### config.mk
export PLATFORM = sky130hd
export DESIGN_NAME = stage_mem_flat
export DESIGN_NICKNAME = d
export VERILOG_FILES = /design/src/rtl/stage_mem_if.sv /design/src/rtl/stage_mem.sv /design/src/flat_wrapper.sv
export SDC_FILE = /design/constraint.sdc
export NUM_CORES = 1
export LEC_CHECK = 0
export CAP_MARGIN = 5
export CORE_ASPECT_RATIO = 0.7
export CORE_MARGIN = 5
export CORE_UTILIZATION = 40
export DETAILED_ROUTE_END_ITERATION = 10
export PLACE_DENSITY = 0.86
export SYNTH_ARGS = -nofsm -noshare
export SYNTH_HDL_FRONTEND = slang
export SYNTH_SLANG_ARGS = --single-unit
### constraint.sdc
create_clock -name clk -period 3.3 [get_ports clk]
set_clock_uncertainty 0.05 [all_clocks]
set_input_delay 0.99 -clock clk [delete_from_list [all_inputs] [get_ports clk]]
set_output_delay 0.99 -clock clk [all_outputs]
set_load 0.05 [all_outputs]
### src/rtl/stage_mem_if.sv
// Data-memory bus between the MEM stage (master) and the data memory (slave).
`ifndef WORD_WIDTH
`define WORD_WIDTH 32
`endif

interface stage_mem_if #(
  parameter int unsigned WORD_WIDTH = `WORD_WIDTH
) ();
  logic                  dmem_req;
  logic                  dmem_we;
  logic [3:0]            dmem_be;
  logic [WORD_WIDTH-1:0] dmem_addr;
  logic [WORD_WIDTH-1:0] dmem_wdata;
  logic [WORD_WIDTH-1:0] dmem_rdata;
  logic                  dmem_ack;

  modport master (
    output dmem_req, dmem_we, dmem_be, dmem_addr, dmem_wdata,
    input  dmem_rdata, dmem_ack
  );

  modport slave (
    input  dmem_req, dmem_we, dmem_be, dmem_addr, dmem_wdata,
    output dmem_rdata, dmem_ack
  );
endinterface

### src/rtl/stage_mem.sv
// MEM pipeline stage: EX/MEM register, data-memory access FSM with timeout,
// load formatting and store lane steering.
`ifndef WORD_WIDTH
`define WORD_WIDTH 32
`endif
`ifndef REG_ADDR_WIDTH
`define REG_ADDR_WIDTH 5
`endif

module stage_mem #(
  parameter int unsigned WORD_WIDTH     = `WORD_WIDTH,
  parameter int unsigned REG_ADDR_WIDTH = `REG_ADDR_WIDTH,
  parameter int unsigned TIMEOUT        = 16
) (
  input  logic                      clk,
  input  logic                      rst_n,
  input  logic                      valid_in,
  input  logic [WORD_WIDTH-1:0]     rslt_in,
  input  logic [WORD_WIDTH-1:0]     store_d_in,
  input  logic [WORD_WIDTH-1:0]     imm_ext_in,
  input  logic [REG_ADDR_WIDTH-1:0] rd_addr_in,
  input  logic                      rd_wen_in,
  input  logic [1:0]                wb_ctl_in,
  input  logic                      mem_rd_in,
  input  logic                      mem_wr_in,
  input  logic [2:0]                funct3_in,
  output logic                      stall_out,
  stage_mem_if.master               dmem,
  output logic [WORD_WIDTH-1:0]     rslt_out,
  output logic [WORD_WIDTH-1:0]     mem_d_out,
  output logic [WORD_WIDTH-1:0]     imm_ext_out,
  output logic [REG_ADDR_WIDTH-1:0] rd_addr_out,
  output logic                      rd_wen_out,
  output logic [1:0]                wb_ctl_out,
  output logic                      mem_err
);

  localparam int unsigned CNT_W = (TIMEOUT > 1) ? $clog2(TIMEOUT) : 1;
  localparam logic [CNT_W-1:0] TIMEOUT_M1 = CNT_W'(TIMEOUT - 1);

  typedef enum logic {S_IDLE, S_WAIT} state_t;

  state_t                    state;
  logic [CNT_W-1:0]          wait_cnt;

  logic                      valid_r;
  logic [WORD_WIDTH-1:0]     rslt_r;
  logic [WORD_WIDTH-1:0]     store_d_r;
  logic [WORD_WIDTH-1:0]     imm_ext_r;
  logic [REG_ADDR_WIDTH-1:0] rd_addr_r;
  logic                      rd_wen_r;
  logic [1:0]                wb_ctl_r;
  logic                      mem_rd_r;
  logic                      mem_wr_r;
  logic [2:0]                funct3_r;

  logic [1:0]                byte_off;
  logic                      is_byte;
  logic                      is_half;
  logic                      misaligned;
  logic                      access;
  logic                      pending;
  logic                      timeout_hit;
  logic [WORD_WIDTH-1:0]     rdata_sh;
  logic [WORD_WIDTH-1:0]     load_fmt;
  logic [3:0]                be_lane;
  logic [WORD_WIDTH-1:0]     wdata_lane;

  // EX/MEM register: frozen while the memory access is stalling
  always_ff @(posedge clk) begin
    if (!rst_n) begin
      valid_r   <= 1'b0;
      rslt_r    <= '0;
      store_d_r <= '0;
      imm_ext_r <= '0;
      rd_addr_r <= '0;
      rd_wen_r  <= 1'b0;
      wb_ctl_r  <= 2'b00;
      mem_rd_r  <= 1'b0;
      mem_wr_r  <= 1'b0;
      funct3_r  <= 3'b000;
    end else if (!stall_out) begin
      valid_r   <= valid_in;
      rslt_r    <= rslt_in;
      store_d_r <= store_d_in;
      imm_ext_r <= imm_ext_in;
      rd_addr_r <= rd_addr_in;
      rd_wen_r  <= rd_wen_in;
      wb_ctl_r  <= wb_ctl_in;
      mem_rd_r  <= mem_rd_in;
      mem_wr_r  <= mem_wr_in;
      funct3_r  <= funct3_in;
    end
  end

  // Access size decode: funct3[1:0] = 00 byte, 01 half, anything else word
  assign byte_off    = rslt_r[1:0];
  assign is_byte     = (funct3_r[1:0] == 2'b00);
  assign is_half     = (funct3_r[1:0] == 2'b01);
  assign misaligned  = (is_half && byte_off[0]) ||
                       (!is_byte && !is_half && (byte_off != 2'b00));
  assign access      = valid_r && (mem_rd_r || mem_wr_r);
  assign pending     = access && !misaligned;
  // An ack on the last allowed WAIT cycle beats the abort
  assign timeout_hit = pending && (state == S_WAIT) &&
                       (wait_cnt == TIMEOUT_M1) && !dmem.dmem_ack;

  assign stall_out   = pending && !dmem.dmem_ack && !timeout_hit;
  assign mem_err     = (access && misaligned) || timeout_hit;
  assign rd_wen_out  = valid_r && rd_wen_r && !stall_out && !mem_err;

  // Access FSM and saturating wait counter
  always_ff @(posedge clk) begin
    if (!rst_n) begin
      state    <= S_IDLE;
      wait_cnt <= '0;
    end else begin
      case (state)
        S_IDLE: begin
          if (pending && !dmem.dmem_ack) begin
            state    <= S_WAIT;
            wait_cnt <= '0;
          end
        end
        S_WAIT: begin
          if (!pending || dmem.dmem_ack || timeout_hit) begin
            state <= S_IDLE;
          end else if (wait_cnt != TIMEOUT_M1) begin
            wait_cnt <= wait_cnt + CNT_W'(1);
          end
        end
        default: state <= S_IDLE;
      endcase
    end
  end

  // Load formatting: shift the addressed lane down, then extend
  assign rdata_sh = dmem.dmem_rdata >> {byte_off, 3'b000};

  always_comb begin
    load_fmt = dmem.dmem_rdata;
    case (funct3_r)
      3'b000:  load_fmt = {{(WORD_WIDTH-8){rdata_sh[7]}}, rdata_sh[7:0]};
      3'b100:  load_fmt = {{(WORD_WIDTH-8){1'b0}}, rdata_sh[7:0]};
      3'b001:  load_fmt = {{(WORD_WIDTH-16){rdata_sh[15]}}, rdata_sh[15:0]};
      3'b101:  load_fmt = {{(WORD_WIDTH-16){1'b0}}, rdata_sh[15:0]};
      default: load_fmt = dmem.dmem_rdata;
    endcase
  end

  // Store steering: byte enables follow the address, data is replicated
  always_comb begin
    be_lane    = 4'b1111;
    wdata_lane = store_d_r;
    if (is_byte) begin
      be_lane    = 4'b0001 << byte_off;
      wdata_lane = WORD_WIDTH'({4{store_d_r[7:0]}});
    end else if (is_half) begin
      be_lane    = 4'b0011 << byte_off;
      wdata_lane = WORD_WIDTH'({2{store_d_r[15:0]}});
    end
  end

  assign dmem.dmem_req   = pending;
  assign dmem.dmem_we    = pending && mem_wr_r;
  assign dmem.dmem_be    = pending ? be_lane : 4'b0000;
  assign dmem.dmem_addr  = {rslt_r[WORD_WIDTH-1:2], 2'b00};
  assign dmem.dmem_wdata = wdata_lane;

  assign mem_d_out   = dmem.dmem_ack ? load_fmt : '0;
  assign rslt_out    = rslt_r;
  assign imm_ext_out = imm_ext_r;
  assign rd_addr_out = rd_addr_r;
  assign wb_ctl_out  = wb_ctl_r;

endmodule

### src/flat_wrapper.sv
// flat-port wrapper written by rule: the top's interface ports become plain ports
module stage_mem_flat 
#(
  parameter int unsigned WORD_WIDTH     = `WORD_WIDTH,
  parameter int unsigned REG_ADDR_WIDTH = `REG_ADDR_WIDTH,
  parameter int unsigned TIMEOUT        = 16
)
  (clk, rst_n, valid_in, rslt_in, store_d_in, imm_ext_in, rd_addr_in, rd_wen_in, wb_ctl_in, mem_rd_in, mem_wr_in, funct3_in, stall_out, rslt_out, mem_d_out, imm_ext_out, rd_addr_out, rd_wen_out, wb_ctl_out, mem_err, dmem_dmem_req, dmem_dmem_we, dmem_dmem_be, dmem_dmem_addr, dmem_dmem_wdata, dmem_dmem_rdata, dmem_dmem_ack);
  stage_mem_if #(.WORD_WIDTH(WORD_WIDTH)) dmem_i ();
  input  logic clk;
  input  logic rst_n;
  input  logic valid_in;
  input  logic [WORD_WIDTH-1:0] rslt_in;
  input  logic [WORD_WIDTH-1:0] store_d_in;
  input  logic [WORD_WIDTH-1:0] imm_ext_in;
  input  logic [REG_ADDR_WIDTH-1:0] rd_addr_in;
  input  logic rd_wen_in;
  input  logic [1:0] wb_ctl_in;
  input  logic mem_rd_in;
  input  logic mem_wr_in;
  input  logic [2:0] funct3_in;
  output logic stall_out;
  output logic [WORD_WIDTH-1:0] rslt_out;
  output logic [WORD_WIDTH-1:0] mem_d_out;
  output logic [WORD_WIDTH-1:0] imm_ext_out;
  output logic [REG_ADDR_WIDTH-1:0] rd_addr_out;
  output logic rd_wen_out;
  output logic [1:0] wb_ctl_out;
  output logic mem_err;
  output wire logic [$bits(dmem_i.dmem_req)-1:0] dmem_dmem_req;
  output wire logic [$bits(dmem_i.dmem_we)-1:0] dmem_dmem_we;
  output wire logic [$bits(dmem_i.dmem_be)-1:0] dmem_dmem_be;
  output wire logic [$bits(dmem_i.dmem_addr)-1:0] dmem_dmem_addr;
  output wire logic [$bits(dmem_i.dmem_wdata)-1:0] dmem_dmem_wdata;
  input wire logic [$bits(dmem_i.dmem_rdata)-1:0] dmem_dmem_rdata;
  input wire logic [$bits(dmem_i.dmem_ack)-1:0] dmem_dmem_ack;
  assign dmem_dmem_req = dmem_i.dmem_req;
  assign dmem_dmem_we = dmem_i.dmem_we;
  assign dmem_dmem_be = dmem_i.dmem_be;
  assign dmem_dmem_addr = dmem_i.dmem_addr;
  assign dmem_dmem_wdata = dmem_i.dmem_wdata;
  assign dmem_i.dmem_rdata = dmem_dmem_rdata;
  assign dmem_i.dmem_ack = dmem_dmem_ack;
  stage_mem #(.WORD_WIDTH(WORD_WIDTH), .REG_ADDR_WIDTH(REG_ADDR_WIDTH), .TIMEOUT(TIMEOUT)) u_core (.clk(clk), .rst_n(rst_n), .valid_in(valid_in), .rslt_in(rslt_in), .store_d_in(store_d_in), .imm_ext_in(imm_ext_in), .rd_addr_in(rd_addr_in), .rd_wen_in(rd_wen_in), .wb_ctl_in(wb_ctl_in), .mem_rd_in(mem_rd_in), .mem_wr_in(mem_wr_in), .funct3_in(funct3_in), .stall_out(stall_out), .dmem(dmem_i), .rslt_out(rslt_out), .mem_d_out(mem_d_out), .imm_ext_out(imm_ext_out), .rd_addr_out(rd_addr_out), .rd_wen_out(rd_wen_out), .wb_ctl_out(wb_ctl_out), .mem_err(mem_err));
endmodule
## Word level (Yosys, flattened, before mapping)

Index checks and enable logic that the tools add are counted.

| word-level totals | value |
|---|---|
| word-level logic and storage cells | 72 |
| register bits | 115 |
| bits of input ports | 145 |
| output and inout port bits | 176 |

| operators by class | value |
|---|---|
| equality and inequality tests | 9 |
| add/sub/neg operators | 1 |
| bitwise operators | 1 |
| muxes and demuxes | 14 |
| shifts and indexed selects | 3 |
| reduce and logical (&&, ||, !) cells | 32 |

Operators with widths:

| operator | number |
|---|---|
| 32-bit case mux with 4 select lines | 1 |
| 32-bit two-way mux | 3 |
| 32-bit by 5-bit >> shifter with 16-bit output | 1 |
| 4-bit two-way mux | 6 |
| 1-bit logical AND | 15 |
| 1-bit zero test | 8 |
| 4-bit case mux with 2 select lines | 1 |
| 3-bit equality test, second input constant | 2 |
| 1-bit logical OR | 5 |
| 4-bit by 1-bit adder with 4-bit output, second input constant | 1 |
| 4-bit equality test, second input constant | 1 |
| 2-bit inequality test, second input constant | 2 |
| 4-bit inequality test, second input constant | 1 |
| 1-bit by 2-bit << shifter with 4-bit output, first input constant | 1 |
| 2-bit by 2-bit << shifter with 4-bit output, first input constant | 1 |
| 3-bit by 1-bit equality test with 1-bit output, second input constant | 1 |
| 3-bit zero test | 1 |
| 3-bit AND reduction | 1 |
| 2-bit by 1-bit equality test with 1-bit output, second input constant | 1 |
| 2-bit zero test | 1 |
| 1-bit two-way mux | 2 |
| 2-bit by 1-bit inequality test with 1-bit output, second input constant | 1 |
| 1-bit case mux with 2 select lines | 1 |
| 2-bit nonzero test | 1 |
| 1-bit inverter | 1 |

## Depth between registers and ports, before layout

| logic depth | value |
|---|---|
| word-level depth | 15 |
| gate-level depth with buffers | 11 |
| depth with buffers taken out | 7 |

## Least setup slack after synthesis

Ideal clock, no wire load.

| timing path | value |
|---|---|
| kind | register -> output |
| start | register u_core.rslt_r[0], in the netlist u_core.rslt_out[0] |
| end | output rd_wen_out |
| data arrival time | 3.083 ns |
| data required time | 2.260 ns |
| buffers on the path | 2 |
| path slack | -0.823 ns |
| cell stages (with the launch flop) | 9 |
| path through | dfxtp_1 > buf_2 > inv_1 > ha_1 > nand2b_1 > nand3b_4 > buf_6 > nor2_1 > nor3_1 |

| between the ends | value |
|---|---|
| cells in the longest elaborated chain, start to end | 13 |

RTL lines:

| element | RTL line | RTL |
|---|---|---|
| start, declared | stage_mem.sv:47 | `logic [WORD_WIDTH-1:0] rslt_r;` |
| start signal, assigned | stage_mem.sv:84 | `rslt_r <= rslt_in;` |
| 2-bit nonzero test | stage_mem.sv:101 | `(!is_byte && !is_half && (byte_off != 2'b00));` |
| 1-bit logical AND | stage_mem.sv:101 |  |
| 1-bit logical OR * | stage_mem.sv:100 | `assign misaligned = (is_half && byte_off[0]) \|\|` |
| 1-bit zero test * | stage_mem.sv:103 | `assign pending = access && !misaligned;` |
| 1-bit logical AND * | stage_mem.sv:103 |  |
| 1-bit logical AND (2 in series) | stage_mem.sv:105 | `assign timeout_hit = pending && (state == S_WAIT) &&` |
| 1-bit logical AND | stage_mem.sv:106 | `(wait_cnt == TIMEOUT_M1) && !dmem.dmem_ack;` |
| 1-bit zero test | stage_mem.sv:108 | `assign stall_out = pending && !dmem.dmem_ack && !timeout_hit;` |
| 1-bit logical AND * | stage_mem.sv:108 |  |
| named net stall_out | flat_wrapper.sv:22 | `output logic stall_out;` |
| 1-bit zero test * | n/a |  |
| 1-bit logical AND * (2 in series) | stage_mem.sv:110 | `assign rd_wen_out = valid_r && rd_wen_r && !stall_out && !mem_err;` |
| end, declared | flat_wrapper.sv:27 | `output logic rd_wen_out;` |

The timed path passes the listed nets; every way through them passes the cells marked *.

## Worst setup path in the final report

| timing path | value |
|---|---|
| start | input dmem_dmem_rdata[28] |
| end | output mem_d_out[12] |

| between the ends | value |
|---|---|
| cells in the longest elaborated chain, start to end | 3 |

RTL lines:

| element | RTL line | RTL |
|---|---|---|
| start, declared | flat_wrapper.sv:35 | `input wire logic [$bits(dmem_i.dmem_rdata)-1:0] dmem_dmem_rdata;` |
| 32-bit by 5-bit >> shifter with 16-bit output | stage_mem.sv:138 | `assign rdata_sh = dmem.dmem_rdata >> {byte_off, 3'b000};` |
| 32-bit case mux with 4 select lines | stage_mem.sv:142 | `case (funct3_r)` |
| 32-bit two-way mux | stage_mem.sv:170 | `assign mem_d_out = dmem.dmem_ack ? load_fmt : '0;` |
| end, declared | flat_wrapper.sv:24 | `output logic [WORD_WIDTH-1:0] mem_d_out;` |

Every way passes these cells.

==> qor.csv <==
stage,metric,value,unit
floorplan,core,15400,um^2
global_routing,grt_pass1_vias,6527,
detailed_routing,dr.pass1.iters,6,
detailed_routing,viasPerCell,5.44,
global_routing,grtUsageTotal,23.5,%
power,peakVddDrop,310,uV
synthesis,synth_ff_type,dfxtp_1,
synthesis,synth-edff-count,0,
worst_setup_path,arrival,2330,ps
synthesis,synth_area,6200,um^2
final_layout,layout.nets,1157,
place,gp_congestion,0.897,
worst_setup_path,setup.worst_path.end_class,primary output,
power,switchingPower,1.59,mW
global_routing,antenna_found_initial,1,
global_routing,grt_start_max_net_pins,75,
detailed_routing,drc_errors,0,
power,p_clk_share,36.9,%
synthesis,ys_ff_latch,115,
sta,hold_ws,410,ps
synthesis,synth.distinct_cells,43,
sta,finalCriticalPeriod,3370,ps
global_routing,grt_overflow,0,
clock_network,cts_setup_buffers,0,
power,internal_power,3.30,mW
sta,finalSetupTns,-122,ps
clock_network,path_clk_slew,50,ps
sta,worst_pin_slew,827,ps
place,place_ws,-540,ps
outcome,status,"finished, violations left",
worst_setup_path,required,2260,ps
clock_network,insertion_delay,400,ps
final_layout,syn_to_final_growth,68.4,%
clock_network,clkSinkCount,115,
synthesis,yosysMostFrequentCell,o21ai_0,
power,powerDensity,469,nW/um^2
detailed_routing,wl,22700,um
floorplan,rows,38,
power,p_sw_share,32.5,%
clock_network,cts_tree,done,
worst_setup_path,cp_max_fo,2,
sta,period_share,102,%
clock_network,cts_root_buffer,clkbuf_16,
place,placed_area,9720,um^2
floorplan,start_util,40.4,%
power,seqPwrFrac,31.4,%
place,portBuffers,318,
detailed_routing,wire_per_inst,18.7,um
power,power,4.89,mW
clock_network,hold_buffers,0,
synthesis,synth_commonest_cells,"o21ai_0 (149), dfxtp_1 (115), nand3_1 (111), a21boi_0 (65), a21boi_1 (47)",
final_layout,drive_gt1_share,17.3,%
global_routing,grt_first_pass_wirelength,35400,um
synthesis,yosys.area.top_type,dfxtp_1,
sta,setup_viol,3,
clock_network,cts_made_buffers,17,
synthesis,avgSynthCellArea,8.21,um^2
sta,rsz0062_at_grt,yes,
final_layout,design_area,10400,um^2
synthesis,async_reset_ff_share,0,%
floorplan,pin_count,321,
synthesis,ys.warnings.count,0,
sta,max_slew_margin,44.6,%
floorplan,die_width,159,um
power,p_leak,3.94,nW
synthesis,ys_seq_area_share,37.1,%
final_layout,num_antenna_cells,0,
sta,slew_viol_final,0,
floorplan,dieArea,18100,um^2
detailed_routing,vias,6626,
detailed_routing,dr.first_iter.drc_count,462,
flow_run,drv_cap,0,
place,place.detailed.hpwl,16100,um
synthesis,synth.area.top_cells,"dfxtp_1 (37%), o21ai_0 (12%), nand3_1 (9.0%), a21boi_0 (7.9%), a21boi_1 (5.7%)",
outcome,violations,negative setup slack,
sta,worst_slack,-72.3,ps
power,power.share.combinational,31.7,%
detailed_routing,ant_nets,0,
synthesis,synthCells,756,
sta,hold_violations,0,
min_path,hold_class,reg -> reg,
clock_network,cts_max_path_buffers,2,
sta,fmax,297,MHz
worst_setup_path,criticalPathCategory,in -> out,
synthesis,synth.top_cell.area_share,37.1,%
worst_setup_path,start_kind,input pin,
floorplan,die_h,114,um
clock_network,cts_max_level,4,
[critical path: stages]
cell	delay (ps)
clkdlybuf4s50_1	460
mux2i_2	220
nor2_1	70
o21ai_0	270
a21oi_1	120
buf_4	200
[power groups by stage]
stage	Sequential (mW)	Combinational (mW)	Clock, mW
after floorplan	1.73	0.703	0
after global placement	1.56	1.51	0
after detailed placement	1.56	1.52	0
after CTS	1.53	1.55	1.84
after global routing	1.55	1.62	1.91
final	1.54	1.55	1.81
[metrics by stage]
stage | util, % | std cells
after floorplan | - | 757
after global placement | 63.3 | 1187
after detailed placement | 63.3 | 1187
after CTS | 67.7 | 1218
after global routing | 68.0 | 1218
final | 68.0 | 1218
[cell type report]
type,count,area [um^2]
clock buffer,22,484
clock inverter,8,103
fill,1199,4910
sequential,115,2310
timing repair buffer,349,3930
tap,200,250
multi-input combinational,520,3350
inverter,4,16.3
[final timing paths]
path	to	from	cells past startpoint	slack, ps
worst max-delay path	mem_d_out[12]	dmem_dmem_rdata[28]	6	-70
worst min-delay path	u_core.imm_ext_out[29]$_SDFFE_PN0N_	u_core.imm_ext_out[29]$_SDFFE_PN0N_	2	410
worst max register to register	u_core.imm_ext_out[17]$_SDFFE_PN0N_	u_core.rslt_out[0]$_SDFFE_PN0N_	8	770
worst min register to register	u_core.imm_ext_out[29]$_SDFFE_PN0N_	u_core.imm_ext_out[29]$_SDFFE_PN0N_	2	410
[layer usage]
| layer | up-vias | GRT usage (%) | wire length (um) |
|---|---|---|---|
| met5 | - | 0 | 13 |
| met4 | 2 | 7.68 | 481 |
| met3 | 39 | 7.66 | 1660 |
| met2 | 268 | 40.5 | 11200 |
| met1 | 3171 | 28.0 | 9380 |
| li1 | 3146 | - | - |
[sequential cells by signal (all words and copies together) (netlist names)]
| signal | count |
|---|---|
| u_core.imm_ext_out | 32 |
| u_core.rslt_out | 32 |
| u_core.store_d_r | 32 |
| u_core.rd_addr_out | 5 |
| u_core.wait_cnt | 4 |
| u_core.funct3_r | 3 |
| u_core.wb_ctl_out | 2 |
| u_core.mem_rd_r | 1 |
| u_core.mem_wr_r | 1 |
| u_core.rd_wen_r | 1 |
| u_core.state | 1 |
| u_core.valid_r | 1 |
[logic make-up after synthesis]
kind of cell | after synthesis | synth area share, %
AOI/OAI and AO/OA | 305 | 30.2
and+or+nand+nor | 172 | 14.1
buffers and inverters | 123 | 11.3
DFF | 115 | 37.1
muxes | 35 | 6.19
adders and majority gates | 5 | 1.01
other | 1 | 0.0605
[layout by cell type (no fill, tap or decap), types with 16 or more instances in the layout]
master | synthesis | routed
a21boi_1 | 47 | 48
o21ai_0 | 149 | 148
a21o_1 | 16 | 16
mux2_2 | 17 | 17
a21boi_0 | 65 | 64
nand3_1 | 111 | 111
buf_12 | 0 | 52
buf_4 | 41 | 38
nand2_1 | 23 | 23
dfxtp_1 | 115 | 113
clkbuf_16 | 0 | 17
clkdlybuf4s50_1 | 0 | 246
[repair_timing]
item	4_1_cts	5_1_grt
endpoints found under the setup margin	36	21
cloned	1	0
pin swaps	5	3
gates resized for setup	35	14
Power figures use the tool's default switching activity.
